**src/rtl/mem_port_arbiter.sv**
```systemverilog
// Arbiter sharing one single-port, variable-latency memory between IF and DM ports.
// Optional MEM_ARB_RR_EN selects round-robin arbitration instead of fixed DM priority.
module mem_port_arbiter #(
    parameter int AW       = 32,
    parameter int DW       = 32,
    parameter int MAX_WAIT = 255
) (
    input  logic            CLK,
    input  logic            RSTn,
    input  logic            if_req,
    input  logic [AW-1:0]   if_addr,
    output logic [DW-1:0]   if_rdata,
    output logic            if_ack,
    input  logic            dm_req,
    input  logic            dm_we,
    input  logic [DW/8-1:0] dm_be,
    input  logic [AW-1:0]   dm_addr,
    input  logic [DW-1:0]   dm_wdata,
    output logic [DW-1:0]   dm_rdata,
    output logic            dm_ack,
    output logic            bus_err,
    output logic            mem_req,
    output logic            mem_we,
    output logic [DW/8-1:0] mem_be,
    output logic [AW-1:0]   mem_addr,
    output logic [DW-1:0]   mem_wdata,
    input  logic [DW-1:0]   mem_rdata,
    input  logic            mem_ack,
    output logic            stall_if,
    output logic            stall_mem
);
    localparam int BW = DW / 8;
    localparam int CW = $clog2(MAX_WAIT + 1);
    localparam logic [CW-1:0] CNT_LAST = CW'(MAX_WAIT - 1);
    localparam logic [CW-1:0] CNT_MAX  = CW'(MAX_WAIT);

    typedef enum logic [1:0] {IDLE, GNT_I, GNT_D} state_t;

    typedef struct packed {
        logic          we;
        logic [BW-1:0] be;
        logic [AW-1:0] addr;
        logic [DW-1:0] wdata;
    } cmd_t;

    state_t        r_state, w_state_nxt;
    cmd_t          r_cmd, w_cmd_i, w_cmd_d;
    logic          r_mem_req;
    logic          r_if_ack, r_dm_ack, r_bus_err;
    logic [DW-1:0] r_if_rdata, r_dm_rdata;
    logic [CW-1:0] r_cnt;
    logic          w_busy, w_timeout, w_done, w_pick_d;

    // The transaction aborts in the cycle whose missing ack would make the wait count MAX_WAIT.
    assign w_busy    = (r_state != IDLE);
    assign w_timeout = w_busy & ~mem_ack & (r_cnt == CNT_LAST);
    assign w_done    = w_busy & (mem_ack | w_timeout);

`ifdef MEM_ARB_RR_EN
    logic r_rr_d;  // 1: DM preferred on a tie

    assign w_pick_d = dm_req & (~if_req | r_rr_d);

    always_ff @(posedge CLK or negedge RSTn) begin
        if (!RSTn)
            r_rr_d <= 1'b1;
        else if (w_done)
            r_rr_d <= (r_state == GNT_I);
    end
`else
    assign w_pick_d = dm_req;
`endif

    always_comb begin
        w_cmd_i       = '0;
        w_cmd_i.be    = {BW{1'b1}};
        w_cmd_i.addr  = if_addr;
        w_cmd_d       = '0;
        w_cmd_d.we    = dm_we;
        w_cmd_d.be    = dm_we ? dm_be : {BW{1'b1}};
        w_cmd_d.addr  = dm_addr;
        w_cmd_d.wdata = dm_wdata;
    end

    always_comb begin
        w_state_nxt = r_state;
        case (r_state)
            IDLE: begin
                if (w_pick_d)
                    w_state_nxt = GNT_D;
                else if (if_req)
                    w_state_nxt = GNT_I;
            end
            GNT_I, GNT_D: begin
                if (w_done)
                    w_state_nxt = IDLE;
            end
            default: w_state_nxt = IDLE;
        endcase
    end

    always_ff @(posedge CLK or negedge RSTn) begin
        if (!RSTn)
            r_state <= IDLE;
        else
            r_state <= w_state_nxt;
    end

    always_ff @(posedge CLK or negedge RSTn) begin
        if (!RSTn) begin
            r_cmd      <= '0;
            r_mem_req  <= 1'b0;
            r_if_ack   <= 1'b0;
            r_dm_ack   <= 1'b0;
            r_bus_err  <= 1'b0;
            r_if_rdata <= '0;
            r_dm_rdata <= '0;
            r_cnt      <= '0;
        end else begin
            r_if_ack  <= 1'b0;
            r_dm_ack  <= 1'b0;
            r_bus_err <= 1'b0;
            if (r_state == IDLE) begin
                r_cnt <= '0;
                if (w_pick_d) begin
                    r_cmd     <= w_cmd_d;
                    r_mem_req <= 1'b1;
                end else if (if_req) begin
                    r_cmd     <= w_cmd_i;
                    r_mem_req <= 1'b1;
                end
            end else if (w_done) begin
                r_mem_req <= 1'b0;
                r_cnt     <= '0;
                r_bus_err <= w_timeout;
                if (r_state == GNT_D) begin
                    r_dm_ack   <= 1'b1;
                    r_dm_rdata <= w_timeout ? '0 : mem_rdata;
                end else begin
                    r_if_ack   <= 1'b1;
                    r_if_rdata <= w_timeout ? '0 : mem_rdata;
                end
            end else if (r_cnt != CNT_MAX) begin
                r_cnt <= r_cnt + CW'(1);
            end
        end
    end

    assign mem_req   = r_mem_req;
    assign mem_we    = r_cmd.we;
    assign mem_be    = r_cmd.be;
    assign mem_addr  = r_cmd.addr;
    assign mem_wdata = r_cmd.wdata;
    assign if_ack    = r_if_ack;
    assign dm_ack    = r_dm_ack;
    assign bus_err   = r_bus_err;
    assign if_rdata  = r_if_rdata;
    assign dm_rdata  = r_dm_rdata;
    assign stall_if  = if_req & ~r_if_ack;
    assign stall_mem = dm_req & ~r_dm_ack;

endmodule

```
**config.mk**
```make
export PLATFORM = sky130hd
export DESIGN_NAME = mem_port_arbiter
export DESIGN_NICKNAME = d
export VERILOG_FILES = /design/src/rtl/mem_port_arbiter.sv
export SDC_FILE = /design/constraint.sdc
export NUM_CORES = 1
export LEC_CHECK = 0
export CAP_MARGIN = 25
export CORE_ASPECT_RATIO = 0.8
export CORE_MARGIN = 2
export CORE_UTILIZATION = 44
export DETAILED_ROUTE_END_ITERATION = 10
export PLACE_DENSITY = 0.86
export SLEW_MARGIN = 20
export SYNTH_ARGS = -nofsm -noshare
export SYNTH_HDL_FRONTEND = slang
export SYNTH_SLANG_ARGS = --single-unit
```
**constraint.sdc**
```tcl
create_clock -name CLK -period 4.95 [get_ports CLK]
set_input_delay 0.7425 -clock CLK [delete_from_list [all_inputs] [get_ports CLK]]
set_output_delay 0.7425 -clock CLK [all_outputs]
set_load 0.01 [all_outputs]
```
==> results.yml <==
power:
  swShare: 0.319
  comb_power_share: 0.417
  clkPwrFrac: 0.230
  internal-power_uw: 3980
  power.net_switching_uw: 1870
  pwr-share-seq: 0.353
  total_power_divided_by_cell_area_mw_per_mm2: 631
  vdd.ir_drop.worst_mv: 0.383
  p_leak_uw: 0.00406
critical_path:
  critPathKind: "input port to output port"
  worst-r2r-cell-count: 4
  worst_path_arrival_time_ns: 2.19
  reg2reg_to: "dm_rdata[10]"
  critPathLaunchType: "input port"
  critPathMaxFanout: 4
  worst-r2r-setup-slack_ns: 2.72
  crit_path_end_kind: "output port"
  cp_data_required_time_ns: 4.21
  timing.rr.start: "r_cnt[5]"
floorplanning:
  num_io_pins: 277
  floorplan.initialDensity: 0.450
  chipWidth_um: 132
  fp.dieArea_mm2: 0.0141
  core_area_mm2: 0.0128
  rows: 37
  dieHeight_um: 106
synth:
  ys.warnings.count: 0
  synth_compound_gate_area_share: 0.200
  synth_cell_types: 38
  asyncSetResetFlopFracSynth: 1.00
  synth_top_family_by_area: "compound AO/OA/AOI/OAI gates"
  synth.avg_cell_area_um2: 12.9
  area_share_of_and_or_nand_nor_cells_after_synthesis: 0.0562
  ys_seq_elements: 147
  synthFlopType: "sky130_fd_sc_hd__dfrtp_1"
  post_synth_mux_area_share: 0.0573
  post_synth_inst_count: 446
  syn_area_mm2: 0.00577
  post_synthesis_net_count: 588
  synth_enable_flop_cells: 0
  synth-seq-area-share: 0.638
  post_synth_fa_ha_maj_area_fraction: 0.00867
  post_synth_xor_area_fraction: 0.00304
layout:
  finalNetCount: 855
  final_cell_mix: "sky130_fd_sc_hd__clkdlybuf4s50_1 (274), sky130_fd_sc_hd__dfrtp_1 (147), sky130_fd_sc_hd__a22o_1 (96)"
  final_common_cell: "sky130_fd_sc_hd__clkdlybuf4s50_1"
  antennaDiodeCount: 0
  final_design_area_no_fill_mm2: 0.00927
  postLayoutCoreUtil: 0.723
  layout.filler_cells: 861
  final_layout_size_suffix_gt1_frac: 0.0621
  area_growth_pct: 60.7
timing:
  final.setup.tns_ns: 0
  min_period_over_period: 0.593
  final.hold.worst_slack_ns: 0.155
  grt_setup_unrepaired: "false"
  timing.fmax_mhz: 341
  final_hold_viol_count: 0
  tightestPinTransition_ns: 0.844
  period_needed_ns: 2.93
  final_critical_path_setup_slack_ns: 2.02
  final-max-slew-violation-count: 0
  setup_viol_count_final: 0
  slew_headroom: 0.437
  clock_skew_ns: 0.0102
outcome:
  run_status: "completed"
global_route:
  overflow: 0
  antenna_found_initial: 0
  grt_start_max_net_pins: 104
  grt_first_pass_wirelength_mm: 27.6
  vias_in_the_first_global_route: 5062
  groute.usage.overall: 0.255
place:
  placedInstanceArea_mm2: 0.00862
  post-dp-hpwl_mm: 12.4
  io_buffers: 276
  place_worst_setup_slack_ns: 2.14
  final_wtd_congestion: 0.942
clock_tree:
  clkSinkCount: 147
  post_cts.resized_instances: 0
  cts.repair_timing.setup_buffer_count: 0
  clock_tree.root_cell: "sky130_fd_sc_hd__clkbuf_16"
  cts_buffer_depth: 2
  clock_tree_from_tritoncts: "built"
  cts_htree_levels: 4
  clk_latency_ns: 0.42
  cts_buffers: 17
  postCtsHoldBufs: 0
  cts.reportedPaths.clkPinSlew_ns: 0.06
drt:
  detail_route.vias_per_cell: 5.27
  num_vias: 4745
  finalWirelength_mm: 17.5
  drt_first_iter_violations: 271
  drt_drc_violations_left: 0
  detail-route-antenna-nets: 0
  drt-pass1-iter-count: 4
  routed_wire_length_per_instance_um: 19.5
hold_path:
  hold_path.class: "input port to asynchronous set/reset pin"
run:
  cap_violations: 0
-- layout make-up --
cell class,count,area (µm²),share of cell area
clock buffer,18,439,0.0474
clock inverter,13,185,0.0200
inverter,7,26.3,0.00283
multi-input combinational,257,1890,0.204
sequential,147,3680,0.397
tap,175,219,0.0236
timing repair buffer,283,2830,0.305
-- logic make-up after synthesis --
| logic type | Yosys count |
|---|---|
| DFF | 147 |
| AOI/OAI and AO/OA | 146 |
| and+or+nand+nor | 72 |
| buffers and inverters | 42 |
| muxes | 33 |
| adders and majority gates | 4 |
| xor gates and xnor gates | 2 |
-- power groups by stage --
stage | Sequential [µW] | Clock, µW | Combinational, µW
after global placement | 2040 | 0 | 2360
final | 2070 | 1350 | 2440
after detailed placement | 2060 | 0 | 2450
after CTS | 2060 | 1360 | 2460
after global routing | 2130 | 1420 | 2580
after floorplan | 2270 | 0 | 783
-- synthesized netlist by cell type (4+ instances only) --
library cell | number | area share
sky130_fd_sc_hd__a22o_1 | 96 | 0.15
sky130_fd_sc_hd__inv_1 | 7 | 0.0046
sky130_fd_sc_hd__nand2_1 | 42 | 0.027
sky130_fd_sc_hd__mux2i_1 | 33 | 0.057
sky130_fd_sc_hd__o22a_1 | 4 | 0.0061
sky130_fd_sc_hd__o21ai_0 | 33 | 0.029
sky130_fd_sc_hd__nor2_1 | 8 | 0.0052
sky130_fd_sc_hd__nor3_1 | 5 | 0.0043
sky130_fd_sc_hd__ha_1 | 4 | 0.0087
sky130_fd_sc_hd__buf_6 | 7 | 0.014
sky130_fd_sc_hd__dfrtp_1 | 147 | 0.64
sky130_fd_sc_hd__clkbuf_1 | 22 | 0.014
-- through the flow --
| stage | std cells | total power [µW] |
|---|---|---|
| global placement | 868 | 4390 |
| finish | 900 | 5850 |
| floorplan | 446 | 3050 |
| detailed placement | 868 | 4510 |
| CTS | 899 | 5890 |
| global route | 900 | 6140 |
-- state kept, by name, indices dropped and copies added, names as in the netlist --
signal     flops
bus_err        1
dm_ack         1
dm_rdata      32
if_ack         1
if_rdata      32
mem_addr      32
mem_be         4
mem_req        1
mem_wdata     32
mem_we         1
r_cnt          8
r_state        2
-- critical path: stages --
cell and delay, ns:
sky130_fd_sc_hd__clkdlybuf4s50_1 0.62, sky130_fd_sc_hd__nor2b_1 0.25, sky130_fd_sc_hd__clkdlybuf4s50_1 0.58
-- metal layers --
layer / routed length [µm] / GRT usage / vias up
met2: 9170 / 0.429 / 186
met1: 6840 / 0.305 / 2336
li1: - / - / 2177
met4: 590 / 0.135 / 0
met3: 914 / 0.0658 / 46
met5: 0 / 0 / -
-- how the worst max path moves through the flow --
stage | start | slack, ns | depth (start not counted) | to
after floorplan | dm_req | 2.59 | 3 | stall_mem
after global placement | mem_ack | 2.17 | 4 | if_rdata[24]
after detailed placement | if_req | 2.14 | 3 | stall_if
after CTS | if_req | 2.04 | 3 | stall_if
after global routing | if_req | 2.01 | 3 | stall_if
final | if_req | 2.02 | 3 | stall_if
Power figures use the tool's default switching activity.
